--- src/rtl/io_uart_tx_pkg.sv ---
// Shared constants for the CPU-side UART transmitter: default I/O ports,
// status/control bit positions and the shifter state encodings.
package io_uart_tx_pkg;

    localparam logic [7:0] PORT_DATA_DEF = 8'h20;
    localparam logic [7:0] PORT_CTRL_DEF = 8'h21;

    localparam int ST_TXRDY   = 0;
    localparam int ST_TXEMPTY = 1;
    localparam int ST_OVR     = 2;

    localparam int CT_CLROVR  = 0;
    localparam int CT_BRK     = 1;

    typedef logic [1:0] state_t;

    localparam state_t S_IDLE  = 2'd0;
    localparam state_t S_START = 2'd1;
    localparam state_t S_DATA  = 2'd2;
    localparam state_t S_STOP  = 2'd3;

    // Clocks per serial bit; the caller guarantees an integer result of at least 2.
    function automatic int calc_div(input int clk_hz, input int baud);
        return clk_hz / baud;
    endfunction

endpackage

--- src/rtl/io_uart_tx_if.sv ---
// CPU I/O bus slice seen by the UART transmitter: write strobe, address,
// write data, and the status byte returned for the IN mux.
interface io_uart_tx_if;
    logic       iowr;
    logic [7:0] adr;
    logic [7:0] wdata;
    logic [7:0] status;

    modport master (output iowr, output adr, output wdata, input status);
    modport slave  (input iowr, input adr, input wdata, output status);
endinterface

--- src/rtl/io_fifo.sv ---
// Small synchronous first-word-fall-through FIFO; O_dout always shows the
// head entry. Pointers carry one extra wrap bit to tell full from empty.
module io_fifo #(
    parameter int WIDTH = 8,
    parameter int DEPTH = 4
) (
    input  logic             I_clk,
    input  logic             I_rst,
    input  logic             I_push,
    input  logic [WIDTH-1:0] I_din,
    input  logic             I_pop,
    output logic             O_full,
    output logic             O_empty,
    output logic [WIDTH-1:0] O_dout
);
    localparam int AW = $clog2(DEPTH);

    logic [WIDTH-1:0] r_mem [DEPTH];
    logic [AW:0]      r_wr_ptr;
    logic [AW:0]      r_rd_ptr;
    logic             w_wr_en;
    logic             w_rd_en;

    assign O_empty = (r_wr_ptr == r_rd_ptr);
    assign O_full  = (r_wr_ptr[AW] != r_rd_ptr[AW]) &&
                     (r_wr_ptr[AW-1:0] == r_rd_ptr[AW-1:0]);
    assign O_dout  = r_mem[r_rd_ptr[AW-1:0]];

    // A push while full is still legal when the head leaves in the same cycle.
    assign w_wr_en = I_push && (!O_full || I_pop);
    assign w_rd_en = I_pop && !O_empty;

    always_ff @(posedge I_clk) begin
        if (w_wr_en) begin
            r_mem[r_wr_ptr[AW-1:0]] <= I_din;
        end
    end

    always_ff @(posedge I_clk or posedge I_rst) begin
        if (I_rst) begin
            r_wr_ptr <= '0;
            r_rd_ptr <= '0;
        end else begin
            if (w_wr_en) begin
                r_wr_ptr <= r_wr_ptr + 1'b1;
            end
            if (w_rd_en) begin
                r_rd_ptr <= r_rd_ptr + 1'b1;
            end
        end
    end

endmodule

--- src/rtl/io_uart_tx.sv ---
// CPU-driven 8N1 serial transmitter: OUTs to the data port are queued and
// shifted out LSB first on O_tx; the control port handles overrun and break.
module io_uart_tx
    import io_uart_tx_pkg::*;
#(
    parameter int         CLK_HZ     = 13_500_000,
    parameter int         BAUD       = 115_200,
    parameter int         FIFO_DEPTH = 4,
    parameter logic [7:0] PORT_DATA  = PORT_DATA_DEF,
    parameter logic [7:0] PORT_CTRL  = PORT_CTRL_DEF
) (
    input  logic        I_clk,
    input  logic        I_rst,
    io_uart_tx_if.slave bus,
    output logic        O_tx,
    output logic        O_busy
);
    localparam int          DIV    = calc_div(CLK_HZ, BAUD);
    localparam logic [15:0] DIV_M1 = 16'(DIV - 1);

    state_t      r_state;
    logic [15:0] r_cnt;
    logic [2:0]  r_bit;
    logic [7:0]  r_shift;
    logic        r_tx;
    logic        r_ovr;
    logic        r_brk;

    logic        w_wr_data;
    logic        w_wr_ctrl;
    logic        w_full;
    logic        w_empty;
    logic [7:0]  w_dout;
    logic        w_pop;
    logic        w_push;
    logic        w_bit_end;
    logic [7:0]  w_status;

    assign w_wr_data = bus.iowr && (bus.adr == PORT_DATA);
    assign w_wr_ctrl = bus.iowr && (bus.adr == PORT_CTRL);
    assign w_bit_end = (r_cnt == 16'd0);

    // The shifter takes the next byte when idle, or at the very end of a stop
    // bit so consecutive frames run with no idle gap between them.
    assign w_pop  = !w_empty &&
                    ((r_state == S_IDLE) || ((r_state == S_STOP) && w_bit_end));
    assign w_push = w_wr_data && (!w_full || w_pop);

    io_fifo #(
        .WIDTH (8),
        .DEPTH (FIFO_DEPTH)
    ) u_fifo (
        .I_clk   (I_clk),
        .I_rst   (I_rst),
        .I_push  (w_push),
        .I_din   (bus.wdata),
        .I_pop   (w_pop),
        .O_full  (w_full),
        .O_empty (w_empty),
        .O_dout  (w_dout)
    );

    always_ff @(posedge I_clk or posedge I_rst) begin
        if (I_rst) begin
            r_ovr <= 1'b0;
            r_brk <= 1'b0;
        end else begin
            if (w_wr_ctrl && bus.wdata[CT_CLROVR]) begin
                r_ovr <= 1'b0;
            end else if (w_wr_data && w_full && !w_pop) begin
                r_ovr <= 1'b1;
            end
            if (w_wr_ctrl) begin
                r_brk <= bus.wdata[CT_BRK];
            end
        end
    end

    always_ff @(posedge I_clk or posedge I_rst) begin
        if (I_rst) begin
            r_state <= S_IDLE;
            r_cnt   <= 16'd0;
            r_bit   <= 3'd0;
            r_shift <= 8'd0;
            r_tx    <= 1'b1;
        end else begin
            case (r_state)
                S_IDLE: begin
                    if (w_pop) begin
                        r_shift <= w_dout;
                        r_cnt   <= DIV_M1;
                        r_state <= S_START;
                        r_tx    <= 1'b0;
                    end
                end
                S_START: begin
                    if (w_bit_end) begin
                        r_state <= S_DATA;
                        r_bit   <= 3'd0;
                        r_cnt   <= DIV_M1;
                        r_tx    <= r_shift[0];
                    end else begin
                        r_cnt <= r_cnt - 16'd1;
                    end
                end
                S_DATA: begin
                    if (w_bit_end) begin
                        r_cnt <= DIV_M1;
                        if (r_bit == 3'd7) begin
                            r_state <= S_STOP;
                            r_tx    <= 1'b1;
                        end else begin
                            r_bit   <= r_bit + 3'd1;
                            r_shift <= r_shift >> 1;
                            r_tx    <= r_shift[1];
                        end
                    end else begin
                        r_cnt <= r_cnt - 16'd1;
                    end
                end
                S_STOP: begin
                    if (w_bit_end) begin
                        if (w_pop) begin
                            r_shift <= w_dout;
                            r_cnt   <= DIV_M1;
                            r_state <= S_START;
                            r_tx    <= 1'b0;
                        end else begin
                            r_state <= S_IDLE;
                            r_tx    <= 1'b1;
                        end
                    end else begin
                        r_cnt <= r_cnt - 16'd1;
                    end
                end
                default: begin
                    r_state <= S_IDLE;
                    r_tx    <= 1'b1;
                end
            endcase
        end
    end

    // Break only masks the line; the shifter keeps its timing underneath.
    assign O_tx   = r_tx && !r_brk;
    assign O_busy = (r_state != S_IDLE);

    always_comb begin
        w_status             = 8'h00;
        w_status[ST_TXRDY]   = !w_full;
        w_status[ST_TXEMPTY] = w_empty && (r_state == S_IDLE);
        w_status[ST_OVR]     = r_ovr;
    end

    assign bus.status = w_status;

endmodule
--- src/flat_wrapper.sv ---
// flat-port wrapper written by rule: the top's interface ports become plain ports
module io_uart_tx_flat import io_uart_tx_pkg::*;
#(
    parameter int         CLK_HZ     = 13_500_000,
    parameter int         BAUD       = 115_200,
    parameter int         FIFO_DEPTH = 4,
    parameter logic [7:0] PORT_DATA  = PORT_DATA_DEF,
    parameter logic [7:0] PORT_CTRL  = PORT_CTRL_DEF
)
  (I_clk, I_rst, O_tx, O_busy, bus_iowr, bus_adr, bus_wdata, bus_status);
  io_uart_tx_if bus_i ();
  input  logic I_clk;
  input  logic I_rst;
  output logic O_tx;
  output logic O_busy;
  input wire logic [$bits(bus_i.iowr)-1:0] bus_iowr;
  input wire logic [$bits(bus_i.adr)-1:0] bus_adr;
  input wire logic [$bits(bus_i.wdata)-1:0] bus_wdata;
  output wire logic [$bits(bus_i.status)-1:0] bus_status;
  assign bus_i.iowr = bus_iowr;
  assign bus_i.adr = bus_adr;
  assign bus_i.wdata = bus_wdata;
  assign bus_status = bus_i.status;
  io_uart_tx #(.CLK_HZ(CLK_HZ), .BAUD(BAUD), .FIFO_DEPTH(FIFO_DEPTH), .PORT_DATA(PORT_DATA), .PORT_CTRL(PORT_CTRL)) u_core (.I_clk(I_clk), .I_rst(I_rst), .bus(bus_i), .O_tx(O_tx), .O_busy(O_busy));
endmodule
--- config.mk ---
export PLATFORM = sky130hd
export DESIGN_NAME = io_uart_tx_flat
export DESIGN_NICKNAME = d
export VERILOG_FILES = /design/src/rtl/io_uart_tx_pkg.sv /design/src/rtl/io_uart_tx_if.sv /design/src/rtl/io_fifo.sv /design/src/rtl/io_uart_tx.sv /design/src/flat_wrapper.sv
export SDC_FILE = /design/constraint.sdc
export NUM_CORES = 1
export LEC_CHECK = 0
export CORE_MARGIN = 5
export CORE_UTILIZATION = 50
export DETAILED_ROUTE_END_ITERATION = 16
export GPL_TIMING_DRIVEN = 0
export HOLD_SLACK_MARGIN = 0.12
export PLACE_DENSITY = 0.78
export SYNTH_ARGS = -nofsm -noshare
export SYNTH_HDL_FRONTEND = slang
export SYNTH_SLANG_ARGS = --single-unit
--- constraint.sdc ---
create_clock -name I_clk -period 2.9 [get_ports I_clk]
set_input_delay 0.87 -clock I_clk [delete_from_list [all_inputs] [get_ports I_clk]]
set_output_delay 0.87 -clock I_clk [all_outputs]
set_load 0.01 [all_outputs]
==> results of run 1 <==
-- layer usage --
metal / vias up / track usage (%) / wire, µm
met4: 0 / 6.98 / 118
li1: 1156 / - / -
met5: - / 0 / 0
met2: 61 / 26.7 / 3400
met1: 1145 / 21.7 / 3180
met3: 11 / 3.98 / 274
-- registers in the layout (all words and copies together), names as in the netlist --
name,count
u_core.r_state,2
u_core.u_fifo.r_mem,32
u_core.r_tx,1
u_core.u_fifo.r_rd_ptr,3
u_core.u_fifo.r_wr_ptr,3
u_core.r_brk,1
u_core.r_ovr,1
u_core.r_shift,8
u_core.r_cnt,16
u_core.r_bit,3
-- worst min-delay path by stage --
stage | start | end | slack, ns | cells after the start
after floorplan | u_core.u_fifo.r_wr_ptr[2]$_DFFE_PP0P_ | u_core.u_fifo.r_wr_ptr[2]$_DFFE_PP0P_ | 0.46 | 1
after global placement | u_core.u_fifo.r_wr_ptr[2]$_DFFE_PP0P_ | u_core.u_fifo.r_wr_ptr[2]$_DFFE_PP0P_ | 0.47 | 1
after detailed placement | u_core.u_fifo.r_wr_ptr[2]$_DFFE_PP0P_ | u_core.u_fifo.r_wr_ptr[2]$_DFFE_PP0P_ | 0.49 | 1
after CTS | u_core.u_fifo.r_wr_ptr[2]$_DFFE_PP0P_ | u_core.u_fifo.r_wr_ptr[2]$_DFFE_PP0P_ | 0.50 | 1
after global routing | u_core.r_shift[5]$_DFFE_PP0P_ | u_core.r_shift[5]$_DFFE_PP0P_ | 0.53 | 1
final | u_core.r_shift[7]$_DFFE_PP0P_ | u_core.r_shift[7]$_DFFE_PP0P_ | 0.52 | 1
-- cells by family (layout without fill, tap and decap cells) --
group,after synthesis,after routing
adders and majority gates,14,14
xor gates and xnor gates,8,8
and+or+nand+nor,82,82
DFF,70,70
muxes,24,24
other,1,5
buffers and inverters,27,67
AOI/OAI and AO/OA,65,65
-- per-stage QoR --
stage          power [mW]  cells  area (µm²)
4_1_cts              4.35    431        4210
3_5_place_dp         3.38    414        3930
6_report             4.39    431        4240
3_3_place_gp         3.31    414        3930
2_1_floorplan        2.93    295        3570
5_1_grt              4.68    431        4240
-- cell usage in the layout (no fill, tap or decap), drive strengths merged, types with 5 or more instances in the layout --
cell / n
dfrtp: 37
edfxtp: 32
o21ai: 25
nand2: 22
clkdlybuf4s50: 21
nor2: 18
mux2: 16
inv: 15
ha: 14
nor3: 13
buf: 13
a21oi: 12
clkbuf: 11
mux4: 8
nand3: 7
xor2: 6
conb: 5
and2: 5
-- timing repair --
action	in CTS	in global routing
endpoints found under the setup margin	35	34
pin swaps	2	1
gates resized for setup	14	7
buffers inserted	1	0
-- final cells by class --
cell class              instances  area [µm²]
well taps                      96         120
multi-input cells             198        1580
clock buffers                   9         124
inverters                      13        48.8
clock inverters                 7         106
fillers                       526        2630
flip-flops and latches         70        1910
repair buffers                 24         239
plain buffers                  14         115
-- power by group --
part	leakage (nW)	switching, mW	total (mW)	internal, mW
logic	0.861	1.07	2.01	0.935
registers	0.763	0.220	1.49	1.27
clock network	0.116	0.403	0.900	0.497
total	1.74	1.69	4.39	2.70
==> impl_metrics.tcl, run 1 <==
set metrics [dict create \
    cp_num_cells 5 \
    cp_slowest_cell "or4_1" \
    grt_start_max_net_pins 39 \
    cts_tree "built" \
    r2r_end "u_core.r_cnt[12]$_DFF_PP0_" \
    ir_drop_v 0.000456 \
    end_kind "flop" \
    grt_pass1_wl_mm 11.4 \
    grt_pass1_vias 2387 \
    synth_top_cell_by_area "edfxtp_1" \
    ios 29 \
    fp.coreArea_um2 6870 \
    period_share_pct 93.4 \
    leakage_nw 1.74 \
    required_ns 2.93 \
    worstSetupPathType "input pin to flop" \
    fp-row-count 30 \
    grt.total_usage_pct 16.6 \
    ys_ff_latch 70 \
    worstPathCellList "clkdlybuf4s50_1, or4_1, or3_1, a21oi_2, and2_2" \
    die_y_um 94.4 \
    ant_nets 0 \
    ctsHoldBuffers 0 \
    critical_path.max_stage_delay_ns 0.53 \
    regToRegSetupSlack_ns 0.24 \
    gr-total-overflow 0 \
    cpLargestDelayFamily "simple AND/OR/NAND/NOR gates" \
    final_nets 363 \
    ys_types 58 \
    tightest_slew_ns 0.795 \
    drtIter0Drc 157 \
    ys_top_cells_by_area "edfxtp_1 (27%), dfrtp_1 (26%), ha_1 (4.9%)" \
    timing.critical_path.from "bus_adr[1]" \
    htreeDepth 3 \
    synth_mux_area_share_pct 11.5 \
    clock_latency_ns 0.35 \
    skew_ns 0.0110 \
    n_antenna_cell 0 \
    whs_ns 0.516 \
    report.final.slew_viol_count 0 \
    clockBufferDepth 2 \
    dr.pass1.iters 5 \
    yosys_warnings 0 \
    cts_buffers 9 \
    maxSlewHeadroom_pct 47.0 \
    start_util_pct 51.8 \
    rsz0062_at_grt "no" \
    synth_xor_area_share_pct 1.97 \
    setup_slack_ns 0.191 \
    ys_seq_area_share_pct 53.7 \
    synthCells 291 \
    syn_to_final_growth_pct 19.2 \
    yosys.area_share.adder_pct 4.92 \
    cts.root.buffer_cell "clkbuf_8" \
    post_drt_wl_per_cell_um 16.2 \
    drive_gt1_share_pct 20.9 \
    setup_viol 0 \
    synthTopCellsByCount "dfrtp_1 (37), edfxtp_1 (32), o21ai_0 (25)" \
    worst_r2r_path_depth 8 \
    synth-main-ff-cell "dfrtp_1" \
    arrival_ns 2.74 \
    synth_top_family_by_area "simple AND/OR/NAND/NOR gates" \
    dp_hpwl_mm 4.82 \
    post-route-util_pct 61.7 \
    die_area_um2 8910 \
    path_clk_slew_ns 0.08 \
    synth-edff-count 32 \
    synth.top_cell.area_share_pct 27.0 \
    worst_setup_path_start_kind "input pin" \
    p_per_area_nw_per_um2 1040 \
    dieWidth_um 94.4 \
    synth_compound_area_share_pct 11.8 \
    fmax_mhz 369 \
    pre_cts_slack_ns -0.475 \
    hold_violations 0 \
    r2r-start "u_core.r_cnt[4]$_DFF_PP0_" \
    io_buffers 23 \
    tns_ns 0 \
    synth_most_common_cell "dfrtp_1" \
    clock_sinks 70 \
    routed_via_density 5.51 \
    antenna_found_initial 0 \
    drv_cap 0 \
    finalWirelength_mm 6.97 \
    path_buf_inv 1 \
    synth_area_um2 3560 \
    async_reset_ff_share_pct 54.3 \
    synthSimpleGateAreaFrac_pct 11.9 \
    gp_congestion 0.837 \
    min_period_ns 2.71 \
    status "completed" \
    drcViolationCount 0 \
    dr_total_vias 2373 \
    synth.avg_cell_area_um2 12.2 \
    hp-class "flop to flop" \
    cp_max_fo 8 \
    endpoint "u_core.u_fifo.r_mem[0][2]$_DFFE_PP_" \
]
(Power assumes the default switching activity.)
==> run 2: changes to the inputs <==
Settings changed: CAP_MARGIN from default to 20, CORE_UTILIZATION 50 to 58, CTS_CLUSTER_SIZE from default to 12, PLACE_DENSITY 0.78 to 0.88.
==> run 2 against run 1 <==
- die area shrank 12%
- first-iteration DRC count grew 58%
- global-route usage grew 3.4 points
- final cell count shrank 5.1%
- flip-flop and latch count is the same
- setup slack lost 0.030 ns
- power grew 0.28%
- count of clock-buffer cells in the layout is the same
- cell area shrank 1.2%
- via count grew 3.2%
- combinational power is essentially flat
- clock power shrank 5.7%
==> impl_metrics.tcl, run 2 (synthesis gave the netlist of run 1 again) <==
set metrics [dict create \
    tightest_slew_ns 0.795 \
    ctsHoldBuffers 0 \
    post-route-util_pct 70.4 \
    ios 29 \
    pre_cts_slack_ns -0.518 \
    multiInputGateArea_um2 1570 \
    report.final.slew_viol_count 0 \
    antenna_found_initial 0 \
    worstPathCellList "buf_6, or4_4, or3_2, nor2_1, o21ai_0, a311oi_1, a21o_1" \
    grt_pass1_wl_mm 11.7 \
    cts.root.buffer_cell "clkbuf_8" \
    worstSetupPathType "flop to flop" \
    p_total_mw 4.40 \
    ant_nets 0 \
    grt_start_max_net_pins 39 \
    rsz0062_at_grt "no" \
    hold_violations 0 \
    arrival_ns 3.04 \
    fmax_mhz 365 \
    p_per_area_nw_per_um2 1050 \
    worstHoldPathCells 1 \
    min_period_ns 2.74 \
    dp_hpwl_mm 4.84 \
    dieWidth_um 88.3 \
    gp_congestion 0.901 \
    fp.coreArea_um2 5960 \
    die_area_um2 7800 \
    fp-row-count 28 \
    r2r_end "u_core.r_tx$_DFFE_PP1P_" \
    cts_tree "built" \
    dr.pass1.iters 6 \
    maxSlewHeadroom_pct 46.9 \
    grt.total_usage_pct 20.0 \
    htreeDepth 3 \
    largest_register_ffs 32 \
    setup_viol 0 \
    gr-total-overflow 0 \
    status "completed" \
    start_util_pct 59.8 \
    die_y_um 88.3 \
    regToRegSetupSlack_ns 0.16 \
    drcViolationCount 0 \
    final_nets 362 \
    required_ns 3.20 \
    clockBufferDepth 2 \
    routed_via_density 5.99 \
    ir_drop_v 0.000725 \
    cts_buffers 9 \
    drtIter0Drc 248 \
    n_antenna_cell 0 \
    n_fill_cell 409 \
    cp_max_fo 8 \
    layout_common_cells "dfrtp_1 (36), edfxtp_1 (32), o21ai_0 (25), nand2_1 (22), clkdlybuf4s50_1 (21)" \
    path_buf_inv 1 \
    path_clk_slew_ns 0.09 \
    post_drt_wl_per_cell_um 17.5 \
    period_share_pct 94.5 \
    syn_to_final_growth_pct 17.8 \
    end_kind "flop" \
    dp.cells 393 \
    tns_ns 0 \
    worst_r2r_path_depth 7 \
    worst_setup_path_start_kind "flop" \
    fin_cells 409 \
    hp-class "flop to flop" \
    drive_gt1_share_pct 21.3 \
    io_buffers 23 \
    skew_ns 0.0118 \
    r2r-start "u_core.r_cnt[4]$_DFF_PP0_" \
    leakage_nw 1.73 \
    cp_slowest_cell "or4_4" \
    final_common_cell "dfrtp_1" \
    clock_sinks 70 \
    dr_total_vias 2450 \
    cpLargestDelayFamily "simple AND/OR/NAND/NOR gates" \
    min_to "u_core.u_fifo.r_wr_ptr[2]$_DFFE_PP0P_" \
    grt_pass1_vias 2538 \
    finalWirelength_mm 7.16 \
    critical_path.max_stage_delay_ns 0.56 \
    setup_slack_ns 0.160 \
    seq_area_um2 1910 \
    clock_latency_ns 0.36 \
    min_from "u_core.u_fifo.r_wr_ptr[2]$_DFFE_PP0P_" \
    drv_cap 0 \
]
==> run 2: cell types whose count changed in the layout (fill, tap and decap cells not counted), sizes merged <==
cell / delta
buf: -2
clkinv: -2
inv: +2
bufinv: -1
clkbuf: +1
clkinvlp: +1
==> run 2: worst max-delay path by stage <==
stage	start	end	slack, ns	cells after the start
after floorplan	bus_adr[1]	u_core.u_fifo.r_mem[3][0]$_DFFE_PP_	0.20	4
after global placement	bus_adr[1]	u_core.u_fifo.r_mem[3][5]$_DFFE_PP_	-0.44	5
after CTS	u_core.u_fifo.r_rd_ptr[0]$_DFFE_PP0P_	bus_status[0]	0.009	6
after global routing	u_core.r_cnt[4]$_DFF_PP0_	u_core.r_cnt[12]$_DFF_PP0_	0.06	8
after detailed placement	bus_adr[3]	u_core.u_fifo.r_mem[3][4]$_DFFE_PP_	-0.52	5
final	u_core.r_cnt[4]$_DFF_PP0_	u_core.r_tx$_DFFE_PP1P_	0.16	7
==> run 2: routing by layer <==
| metal | vias up | track usage [%] | part of all wire [%] |
|---|---|---|---|
| li1 | 1155 | - | - |
| met1 | 1178 | 25.6 | 42 |
| met2 | 103 | 33.2 | 49 |
| met3 | 14 | 5.03 | 6.5 |
| met4 | 0 | 7.55 | 2.0 |
| met5 | - | 0 | 0 |
==> run 2: worst reg2reg max path: stages (launching register included) <==
cell and delay (ns):
dfrtp_1 0.38, buf_6 0.13, or4_4 0.56, or3_2 0.52, nor2_1 0.34, o21ai_0 0.23
a311oi_1 0.39, a21o_1 0.13
==> run 2: area by class of cell <==
class                   count  share of cell area, %
plain buffers              13                   2.69
inverters                  13                   1.16
flip-flops and latches     70                   45.7
clock buffers               9                   2.96
repair buffers             24                   5.70
multi-input cells         198                   37.5
well taps                  75                   2.24
clock inverters             7                   2.12
==> run 2: timing repair <==
item                                   in CTS  in global routing
endpoints found under the hold margin       0                  0
gates resized for setup                    15                  3
setup buffers                               1                  0
pin swaps                                   1                  0
setup endpoints to repair                  35                 35
==> run 2: power breakdown <==
part	total [mW]	switching (mW)	internal [mW]
Combinational	2.04	1.10	0.934
Clock	0.849	0.430	0.419
Sequential	1.52	0.251	1.27
Total	4.40	1.78	2.62
==> run 2: metrics by stage <==
step	hold WS (ns)	instance area, µm²
2_1_floorplan	0.461	3570
3_3_place_gp	0.477	3900
3_5_place_dp	0.488	3900
4_1_cts	0.510	4180
5_1_grt	0.533	4190
6_report	0.513	4190
